==> src/rtl/seg_pkg.sv <==
// Shared types and constants for the multiplexed 7-segment scan controller.
package seg_pkg;

  typedef enum logic [0:0] {
    S_GAP,
    S_ON
  } scan_state_e;

  localparam logic [7:0] SEG_BLANK = 8'h00;
  localparam int unsigned SEG_DP = 0;
  localparam int unsigned AN_MAX = 64;

  // All-ones anode mask for a display of the given width (anodes are active-low).
  function automatic logic [AN_MAX-1:0] an_off(input int unsigned width);
    logic [AN_MAX-1:0] m;
    m = '0;
    for (int unsigned i = 0; i < AN_MAX; i++) begin
      if (i < width) m[i] = 1'b1;
    end
    return m;
  endfunction

endpackage

==> src/rtl/bcd_seg.sv <==
// BCD to 7-segment decoder, segments {a,b,c,d,e,f,g} active-high per digit.
module bcd_seg #(
  parameter int unsigned WIDTH = 1
) (
  input  logic [WIDTH*4-1:0] bcd,
  output logic [WIDTH*7-1:0] seg
);

  always_comb begin
    seg = '0;
    for (int i = 0; i < int'(WIDTH); i++) begin
      case (bcd[i*4 +: 4])
        4'd0:    seg[i*7 +: 7] = 7'b1111110;
        4'd1:    seg[i*7 +: 7] = 7'b0110000;
        4'd2:    seg[i*7 +: 7] = 7'b1101101;
        4'd3:    seg[i*7 +: 7] = 7'b1111001;
        4'd4:    seg[i*7 +: 7] = 7'b0110011;
        4'd5:    seg[i*7 +: 7] = 7'b1011011;
        4'd6:    seg[i*7 +: 7] = 7'b1011111;
        4'd7:    seg[i*7 +: 7] = 7'b1110000;
        4'd8:    seg[i*7 +: 7] = 7'b1111111;
        4'd9:    seg[i*7 +: 7] = 7'b1111011;
        // Out-of-range codes fall back to the '0' glyph.
        default: seg[i*7 +: 7] = 7'b1111110;
      endcase
    end
  end

endmodule

==> src/rtl/seg_scan_ctrl.sv <==
// Time-multiplexed scan controller for a common-anode multi-digit 7-segment display,
// with a shadow buffer that is committed to the display only at frame boundaries.
module seg_scan_ctrl
  import seg_pkg::*;
#(
  parameter int unsigned WIDTH    = 4,
  parameter int unsigned SLOT_CYC = 50000,
  parameter int unsigned GAP_CYC  = 500,
  parameter bit          BLANK_LZ = 1'b0
) (
  input  logic               clk,
  input  logic               rst,
  input  logic [WIDTH*4-1:0] bcd_in,
  input  logic [WIDTH-1:0]   dp_in,
  input  logic               load,
  output logic               pending,
  output logic               frame_tick,
  output logic [WIDTH-1:0]   an,
  output logic [7:0]         seg
);

  localparam int unsigned CntW = $clog2(SLOT_CYC);
  localparam int unsigned IdxW = (WIDTH > 1) ? $clog2(WIDTH) : 1;
  localparam logic [WIDTH-1:0] AnOff = WIDTH'(an_off(WIDTH));

  logic [CntW-1:0]    cnt_q, cnt_d;
  logic [IdxW-1:0]    idx_q, idx_d;
  scan_state_e        state_q, state_d;
  logic [WIDTH*4-1:0] shadow_q, shadow_d, disp_q, disp_d;
  logic [WIDTH-1:0]   dp_shadow_q, dp_shadow_d, dp_disp_q, dp_disp_d;
  logic               pending_q, pending_d;
  logic               tick_q;
  logic [WIDTH-1:0]   an_q, an_d;
  logic [7:0]         seg_q, seg_d;

  logic               slot_end, frame_end;
  logic [3:0]         digit;
  logic               dp_bit, blank_cur, zero_run;
  logic [WIDTH-1:0]   blank_vec;
  logic [6:0]         seg7;

  // Scan timing: slot counter, digit index and gap/on phase.
  always_comb begin
    slot_end  = (cnt_q == CntW'(SLOT_CYC - 1));
    frame_end = slot_end && (idx_q == IdxW'(WIDTH - 1));
    cnt_d     = slot_end ? '0 : cnt_q + CntW'(1);
    idx_d     = idx_q;
    if (slot_end) idx_d = (idx_q == IdxW'(WIDTH - 1)) ? '0 : idx_q + IdxW'(1);
    state_d = state_q;
    unique case (state_q)
      S_GAP:   if (cnt_q == CntW'(GAP_CYC - 1)) state_d = S_ON;
      S_ON:    if (slot_end) state_d = S_GAP;
      default: state_d = S_GAP;
    endcase
  end

  // Shadow/display buffers; load data on the boundary cycle beats the shadow.
  always_comb begin
    shadow_d    = shadow_q;
    dp_shadow_d = dp_shadow_q;
    disp_d      = disp_q;
    dp_disp_d   = dp_disp_q;
    pending_d   = pending_q;
    if (load) begin
      shadow_d    = bcd_in;
      dp_shadow_d = dp_in;
      pending_d   = 1'b1;
    end
    if (frame_end) begin
      pending_d = 1'b0;
      if (load) begin
        disp_d    = bcd_in;
        dp_disp_d = dp_in;
      end else if (pending_q) begin
        disp_d    = shadow_q;
        dp_disp_d = dp_shadow_q;
      end
    end
  end

  // Digit mux and leading-zero mask; digit 0 is never blanked.
  always_comb begin
    digit     = '0;
    dp_bit    = 1'b0;
    blank_cur = 1'b0;
    zero_run  = 1'b1;
    blank_vec = '0;
    for (int i = int'(WIDTH) - 1; i >= 1; i--) begin
      zero_run     = zero_run && (disp_q[i*4 +: 4] == 4'd0);
      blank_vec[i] = zero_run;
    end
    for (int i = 0; i < int'(WIDTH); i++) begin
      if (idx_q == IdxW'(i)) begin
        digit     = disp_q[i*4 +: 4];
        dp_bit    = dp_disp_q[i];
        blank_cur = BLANK_LZ && blank_vec[i];
      end
    end
  end

  bcd_seg #(
    .WIDTH(1)
  ) u_dec (
    .bcd(digit),
    .seg(seg7)
  );

  always_comb begin
    an_d  = AnOff;
    seg_d = SEG_BLANK;
    if (state_q == S_ON && !blank_cur) begin
      an_d          = ~(WIDTH'(1) << idx_q);
      seg_d         = {seg7, 1'b0};
      seg_d[SEG_DP] = seg_d[SEG_DP] | dp_bit;
    end
  end

  always_ff @(posedge clk) begin
    if (rst) begin
      cnt_q       <= '0;
      idx_q       <= '0;
      state_q     <= S_GAP;
      shadow_q    <= '0;
      dp_shadow_q <= '0;
      disp_q      <= '0;
      dp_disp_q   <= '0;
      pending_q   <= 1'b0;
      tick_q      <= 1'b0;
      an_q        <= AnOff;
      seg_q       <= SEG_BLANK;
    end else begin
      cnt_q       <= cnt_d;
      idx_q       <= idx_d;
      state_q     <= state_d;
      shadow_q    <= shadow_d;
      dp_shadow_q <= dp_shadow_d;
      disp_q      <= disp_d;
      dp_disp_q   <= dp_disp_d;
      pending_q   <= pending_d;
      tick_q      <= frame_end;
      an_q        <= an_d;
      seg_q       <= seg_d;
    end
  end

  assign pending    = pending_q;
  assign frame_tick = tick_q;
  assign an         = an_q;
  assign seg        = seg_q;

endmodule

==> config.mk <==
export PLATFORM = sky130hd
export DESIGN_NAME = seg_scan_ctrl
export DESIGN_NICKNAME = d
export VERILOG_FILES = /design/src/rtl/seg_pkg.sv /design/src/rtl/bcd_seg.sv /design/src/rtl/seg_scan_ctrl.sv
export SDC_FILE = /design/constraint.sdc
export NUM_CORES = 1
export LEC_CHECK = 0
export CORE_ASPECT_RATIO = 1.25
export CORE_UTILIZATION = 50
export DETAILED_ROUTE_END_ITERATION = 12
export GPL_TIMING_DRIVEN = 0
export PLACE_DENSITY = 0.83
export SLEW_MARGIN = 20
export SYNTH_ARGS = -nofsm -noshare
export SYNTH_HDL_FRONTEND = slang
export SYNTH_SLANG_ARGS = --single-unit
==> constraint.sdc <==
create_clock -name clk -period 2.42 [get_ports clk]
set_clock_uncertainty 0.2 [all_clocks]
set_input_delay 0.605 -clock clk [delete_from_list [all_inputs] [get_ports clk]]
set_output_delay 0.605 -clock clk [all_outputs]
set_load 0.005 [all_outputs]
==> results of run 1 <==
worst min path at each step:
stage	startpoint	endpoint	slack, ns	depth (start not counted)
final	cnt_q[0]	cnt_q[0]	0.23	1
after floorplan	cnt_q[0]	cnt_q[0]	0.23	1
after global placement	cnt_q[0]	cnt_q[0]	0.24	1
after CTS	cnt_q[0]	cnt_q[0]	0.27	1
after global routing	cnt_q[0]	cnt_q[0]	0.26	1
after detailed placement	cnt_q[0]	cnt_q[0]	0.25	1
sequential cells by signal, summed over array words and instances (netlist names):
register and cells:
pending 1, state_q 1, cnt_q 16, disp_q 16, seg 8, shadow_q 16, dp_shadow_q 4, idx_q 2
frame_tick 1, an 4, dp_disp_q 4
placed cells by master (no fill, tap or decap), types with 4 or more instances in the layout:
cell	netlist	routed
dfxtp_1	73	68
nor2_1	40	40
clkdlybuf4s50_1	0	36
mux2i_1	23	23
nor2b_1	20	20
mux2_4	20	20
nand2_1	12	12
xor2_1	11	11
clkbuf_8	0	10
inv_1	11	9
a21oi_1	9	8
ha_1	11	8
clkbuf_1	13	7
nand4_1	6	6
nand3_1	6	6
buf_4	0	5
nand3b_1	4	4
buf_1	5	4
cells by family after synthesis:
| group | share of synthesized area, % |
|---|---|
| AND/OR/NAND/NOR | 18.9 |
| flip-flops | 46.3 |
| multiplexers | 17.1 |
| buffers and inverters | 4.16 |
| AO/OA/AOI/OAI | 5.58 |
| XOR/XNOR | 3.60 |
| adder cells (fa/ha/maj) | 4.36 |
final cells by class:
class	count	area share, %
well taps	85	2.68
multi-input cells	206	41.7
repair buffers	40	9.83
clock buffers	10	3.47
clock inverters	6	1.70
inverters	11	1.04
plain buffers	17	2.49
flip-flops and latches	73	37.1
repair_timing:
item | CTS | global route
resized for setup | 12 | 23
cloned | 0 | 0
pin swaps | 2 | 1
buffers inserted | 3 | 1
setup endpoints to repair | 37 | 37
per-stage QoR:
stage,setup TNS [ns],setup slack (ns),power (W)
5_1_grt,-2.60,-0.125,0.00239
3_5_place_dp,-7.79,-0.375,0.00138
6_report,-1.49,-0.0825,0.00232
4_1_cts,-1.82,-0.0941,0.00233
3_3_place_gp,-6.76,-0.304,0.00138
2_1_floorplan,-0.645,-0.0312,0.00132
power by group through the flow:
stage / sequential [W] / clock, W / combinational (W)
global placement: 0.00126 / 0 / 0.000116
finish: 0.00123 / 0.000967 / 0.000119
detailed placement: 0.00126 / 0 / 0.000118
floorplan: 0.00126 / 0 / 0.0000624
global route: 0.00124 / 0.00103 / 0.000130
CTS: 0.00123 / 0.000980 / 0.000120
routing by layer:
layer | routed length, um | vias up | share of wire, % | global-route usage (%)
li1 | - | 1149 | - | -
met3 | 202 | 20 | 3.0 | 6.47
met5 | 0 | - | 0 | 0
met4 | 194 | 0 | 2.9 | 7.19
met2 | 3520 | 44 | 53 | 37.6
met1 | 2780 | 1138 | 41 | 23.1
==> out/metrics.yaml, run 1 <==
core_area_sq_um: 6130
switchingPower_w: 0.000528
critPathLaunch: "cnt_q[10]"
syn_nets: 344
crit_type: "register to register"
drv_cap: 0
die_area_sq_um: 6640
endpoint: "disp_q[4]"
vias_per_cell: 5.25
grt-ovfl-total: 0
final_nets: 392
drive_gt1_share_pct: 19.0
grt_pass1_vias: 2414
slowest_delay_ns: 0.54
regToRegStartpoint: "cnt_q[10]"
track_usage_pct: 21.1
crit_family: "simple AND/OR/NAND/NOR gates"
relSlewSlack_pct: 48.7
seq_area_sq_um: 1470
swShare_pct: 22.8
synth_ff_type: "dfxtp_1"
final_area_sq_um: 3970
crit_path_start_kind: "register"
hold_violations: 0
synth_top_cells_by_count: "dfxtp_1, nor2_1, mux2i_1, mux2_4, nor2b_1"
utilization_pct: 64.8
syn-instance-count: 310
synthTopCellsByArea: "dfxtp_1, mux2_4, mux2i_1, nor2_1, ha_1"
p_int_w: 0.00179
syn_area_sq_um: 3160
power_frac_seq_pct: 53.2
finalCriticalPeriod_ns: 2.50
ys_types: 38
clk_pin_slew_ns: 0.08
slew_viol_final: 0
crit_cells: 5
power_frac_clock_pct: 41.7
diodes: 0
crit_path_frequent_cell: "or4_4"
crit_buf_inv: 1
wl_mm: 6.69
rsz0062_at_grt: "yes"
r2r_setup_slack_ns: -0.08
port_buffers: 36
dp_hpwl_mm: 4.42
p_per_area_nw_per_um2: 584
worstSetupEndpointType: "register"
status: "finished with violations"
violations: "setup timing"
cts_made_buffers: 9
hold_buffers: 0
synth_edf_count: 0
clk_latency_ns: 0.35
fin_ws_ns: -0.0825
cts_tree: "yes"
ys_ff_latch: 73
cp_slowest_cell: "or4_4"
cts_root_buffer: "clkbuf_8"
n_fill_cell: 472
max_freq_mhz: 400
fin_crit_sh_pct: 103
ir_worst_vdd_uv: 529
num_rows: 32
vias: 2351
placed_area_sq_um: 3640
die_y_um: 90.9
synth_area_leader_cell: "dfxtp_1"
ys.warnings.count: 0
cts_buffer_depth: 2
ctsHtreeMaxLevel: 3
antenna_found_initial: 0
r2r-end: "disp_q[4]"
multi_input_area_sq_um: 1660
yosysSeqAreaShare_pct: 46.3
firstDrtPassIters: 4
grt_pass1_wl_mm: 10.6
ant_nets: 0
crit_fanout: 10
syn_to_final_growth_pct: 25.7
cts_sinks: 73
start_util_pct: 51.6
tightest_slew_ns: 0.769
ioPinCount: 37
crit_arrival_ns: 2.54
timing.hold.ws_ns: 0.229
route.detailed.drc: 0
leakagePower_nw: 1.59
place_congestion: 0.811
hold_path.class: "register to register"
wl_per_cell_um: 14.9
yosysTopAreaCellShare_pct: 46.3
setup-violations-final: 20
reg2reg_depth: 5
required_ns: 2.46
final_cells: 448
async_reset_ff_share_pct: 0
grt_start_max_net_pins: 14
dr.first_iter.drc_count: 121
post-synth-top-count-cell: "dfxtp_1"
die_w_um: 73.1
dp_cells: 431
syn_area_per_cell_sq_um: 10.2
crit_chain: "or4_4, or4_4, or3b_4, buf_8, mux2_4"
combPwrFrac_pct: 5.1
Power figures use the tool's default switching activity.
==> run 2, diff against run 1 <==
--- a/config.mk
+++ b/config.mk
@@ -13,4 +13,5 @@
 export SLEW_MARGIN = 20
 export SYNTH_ARGS = -nofsm -noshare
 export SYNTH_HDL_FRONTEND = slang
+export SYNTH_HIERARCHICAL = 1
 export SYNTH_SLANG_ARGS = --single-unit
==> run 2 against run 1 <==
- the run still ends with setup timing left
- first-iteration DRC count shrank 31%
- sequential share of layout area is 0.70 points lower
- worst hold slack gained 0.049 ns
==> out/metrics.yaml, run 2 <==
p_per_area_nw_per_um2: 605  # was 584 nW/um^2
critPathLaunch: "cnt_q[1]"  # was cnt_q[10]
tns_ns: -2.03  # was -1.49 ns
ioPinCount: 37  # unchanged
route.detailed.drc: 0  # unchanged
reg2reg_depth: 6  # was 5
diodes: 0  # unchanged
dr.first_iter.drc_count: 83  # was 121
top_regs: "cnt_q (16), disp_q (16), shadow_q (16)"  # unchanged
yosysTopAreaCellShare_pct: 45.8  # was 46.3%
crit_chain: "ha_4, or3b_4, or4_4, or3b_4, clkbuf_16, mux2_4"  # was or4_4, or4_4, or3b_4, buf_8, mux2_4
crit_path_frequent_cell: "or3b_4"  # was or4_4
required_ns: 2.45  # was 2.46 ns
vias_per_cell: 5.01  # was 5.25
synth_area_leader_cell: "dfxtp_1"  # unchanged
slew_viol_final: 0  # unchanged
min-delay-start: "state_q"  # was cnt_q[0]
num_rows: 32  # unchanged
vias: 2346  # was 2351
slowest_delay_ns: 0.45  # was 0.54 ns
drv_cap: 0  # unchanged
crit_arrival_ns: 2.57  # was 2.54 ns
clk_latency_ns: 0.34  # was 0.35 ns
syn_area_per_cell_sq_um: 9.78  # was 10.2 sq um
wl_mm: 6.27  # was 6.69 mm
synth_edf_count: 0  # unchanged
relSlewSlack_pct: 45.0  # was 48.7%
grt_start_max_net_pins: 13  # was 14
placed_area_sq_um: 3680  # was 3640 sq um
dp_hpwl_mm: 4.33  # was 4.42 mm
yosysSeqAreaShare_pct: 45.8  # was 46.3%
hold_violations: 0  # unchanged
ys_types: 35  # was 38
grt-ovfl-total: 0  # unchanged
finalCriticalPeriod_ns: 2.54  # was 2.50 ns
utilization_pct: 65.4  # was 64.8%
crit_path_start_kind: "register"  # unchanged
cts_tree: "yes"  # unchanged
hold_depth: 2  # was 1
holdPathEnd: "state_q"  # was cnt_q[0]
die_area_sq_um: 6700  # was 6640 sq um
violations: "setup timing"  # unchanged
rsz0062_at_grt: "yes"  # unchanged
status: "finished with violations"  # unchanged
cts_sinks: 73  # unchanged
ctsHtreeMaxLevel: 3  # unchanged
ir_worst_vdd_uv: 521  # was 529 uV
ys.warnings.count: 6  # was 0
dp_slack_ns: -0.385  # was -0.375 ns
grt_pass1_wl_mm: 10.4  # was 10.6 mm
place_congestion: 0.842  # was 0.811
drive_gt1_share_pct: 16.4  # was 19.0%
syn_area_sq_um: 3190  # was 3160 sq um
clk_pin_slew_ns: 0.07  # was 0.08 ns
post-synth-top-count-cell: "dfxtp_1"  # unchanged
final_nets: 412  # was 392
die_w_um: 73.4  # was 73.1 um
synth_ff_type: "dfxtp_1"  # unchanged
grt_pass1_vias: 2362  # was 2414
crit_type: "register to register"  # unchanged
tightest_slew_ns: 0.824  # was 0.769 ns
final_common_cell: "dfxtp_1"  # unchanged
firstDrtPassIters: 4  # unchanged
syn_to_final_growth_pct: 26.5  # was 25.7%
ys_ff_latch: 73  # unchanged
ant_nets: 0  # unchanged
setup-violations-final: 20  # unchanged
max_freq_mhz: 393  # was 400 MHz
r2r-end: "disp_q[4]"  # unchanged
cts_made_buffers: 9  # unchanged
crit_fanout: 5  # was 10
cts_buffer_depth: 2  # unchanged
core_area_sq_um: 6170  # was 6130 sq um
hold_path.class: "register to register"  # unchanged
cts_root_buffer: "clkbuf_8"  # unchanged
synth_top_cells_by_count: "dfxtp_1, nor2_1, nand2_1, mux2i_1"  # was dfxtp_1, nor2_1, mux2i_1, mux2_4, nor2b_1
fin_crit_sh_pct: 105  # was 103%
syn_nets: 360  # was 344
die_y_um: 91.3  # was 90.9 um
worstSetupEndpointType: "register"  # unchanged
regToRegStartpoint: "cnt_q[1]"  # was cnt_q[10]
cp_slowest_cell: "or3b_4"  # was or4_4
final_cell_mix: "dfxtp_1, nor2_1, clkdlybuf4s50_1, nand2_1, mux2i_1"  # was dfxtp_1, nor2_1, clkdlybuf4s50_1, mux2i_1
r2r_setup_slack_ns: -0.12  # was -0.08 ns
synthTopCellsByArea: "dfxtp_1, mux2_4, mux2i_1, nor2_1, ha_1"  # unchanged
wl_per_cell_um: 13.4  # was 14.9 um
antenna_found_initial: 0  # unchanged
fin_ws_ns: -0.123  # was -0.0825 ns
track_usage_pct: 20.5  # was 21.1%
leakagePower_nw: 1.60  # was 1.59 nW
async_reset_ff_share_pct: 0  # unchanged
syn-instance-count: 326  # was 310
start_util_pct: 51.7  # was 51.6%
crit_buf_inv: 1  # unchanged
crit_family: "simple AND/OR/NAND/NOR gates"  # unchanged
crit_cells: 6  # was 5
final_area_sq_um: 4030  # was 3970 sq um
port_buffers: 36  # unchanged
[run 2: cell types whose count changed after synthesis, sizes merged, moves of 5 or more]
| cell | before | now |
|---|---|---|
| and2 | 1 | 7 |
| xnor2 | 2 | 14 |
| a211oi | 6 | 1 |
| nor2 | 40 | 48 |
| xor2 | 11 | 1 |
| nand2 | 12 | 22 |
[run 2: worst max path at each step]
stage                 end  slack [ns]
3_3_place_gp    disp_q[9]       -0.32
5_1_grt         disp_q[4]       -0.13
2_1_floorplan   disp_q[0]       -0.08
3_5_place_dp   disp_q[11]       -0.39
4_1_cts         disp_q[9]       -0.09
6_report        disp_q[4]       -0.12
[run 2: worst register-to-register path, cell delays in order, from the launching register on]
cell and delay, ns:
dfxtp_2 0.36, ha_4 0.14, or3b_4 0.38, or4_4 0.43, or3b_4 0.45, clkbuf_16 0.19
mux2_4 0.30
[run 2: kinds of logic after synthesis]
logic type                 count (synthesis)  synth area share [%]
xor gates and xnor gates                  15                  4.12
buffers and inverters                     27                  3.65
AOI/OAI and AO/OA                         24                  4.51
and+or+nand+nor                          135                  21.6
DFF                                       73                  45.8
adders and majority gates                 11                  4.32
muxes                                     41                  16.0
[run 2: per-stage QoR]
stage | cells | hold WS, ns | power [W]
after floorplan | 326 | 0.232 | 0.00133
after global placement | 447 | 0.245 | 0.00138
after detailed placement | 447 | 0.250 | 0.00139
after CTS | 465 | 0.248 | 0.00246
after global routing | 468 | 0.318 | 0.00253
final | 468 | 0.278 | 0.00244
[run 2: layout make-up]
class                   instances  area [sq um]
repair buffers                 44           438
plain buffers                  13          96.3
inverters                      11          41.3
flip-flops and latches         73          1470
clock inverters                 4          75.1
multi-input cells             226          1650
clock buffers                  12           155
well taps                      85           106
fillers                       503          2130
[run 2: where the power goes]
group	switching [W]	internal (W)	total [W]
sequential	0.0000101	0.00123	0.00124
combinational	0.0000581	0.0000708	0.000129
clock	0.000440	0.000637	0.00108
[run 2: metal layers]
metal | share of wire (%) | up-vias | track usage (%)
li1 | - | 1195 | -
met1 | 41 | 1103 | 21.2
met2 | 55 | 39 | 38.0
met3 | 2.9 | 9 | 5.55
met4 | 1.5 | 0 | 7.85
met5 | 0 | - | 0
[run 2: repair_timing]
action / 4_1_cts / 5_1_grt
buffers inserted: 4 / 3
pin swaps: 4 / 2
hold buffers: 0 / 0
resized for setup: 15 / 2
gates cloned: 0 / 1
setup endpoints to repair: 37 / 25
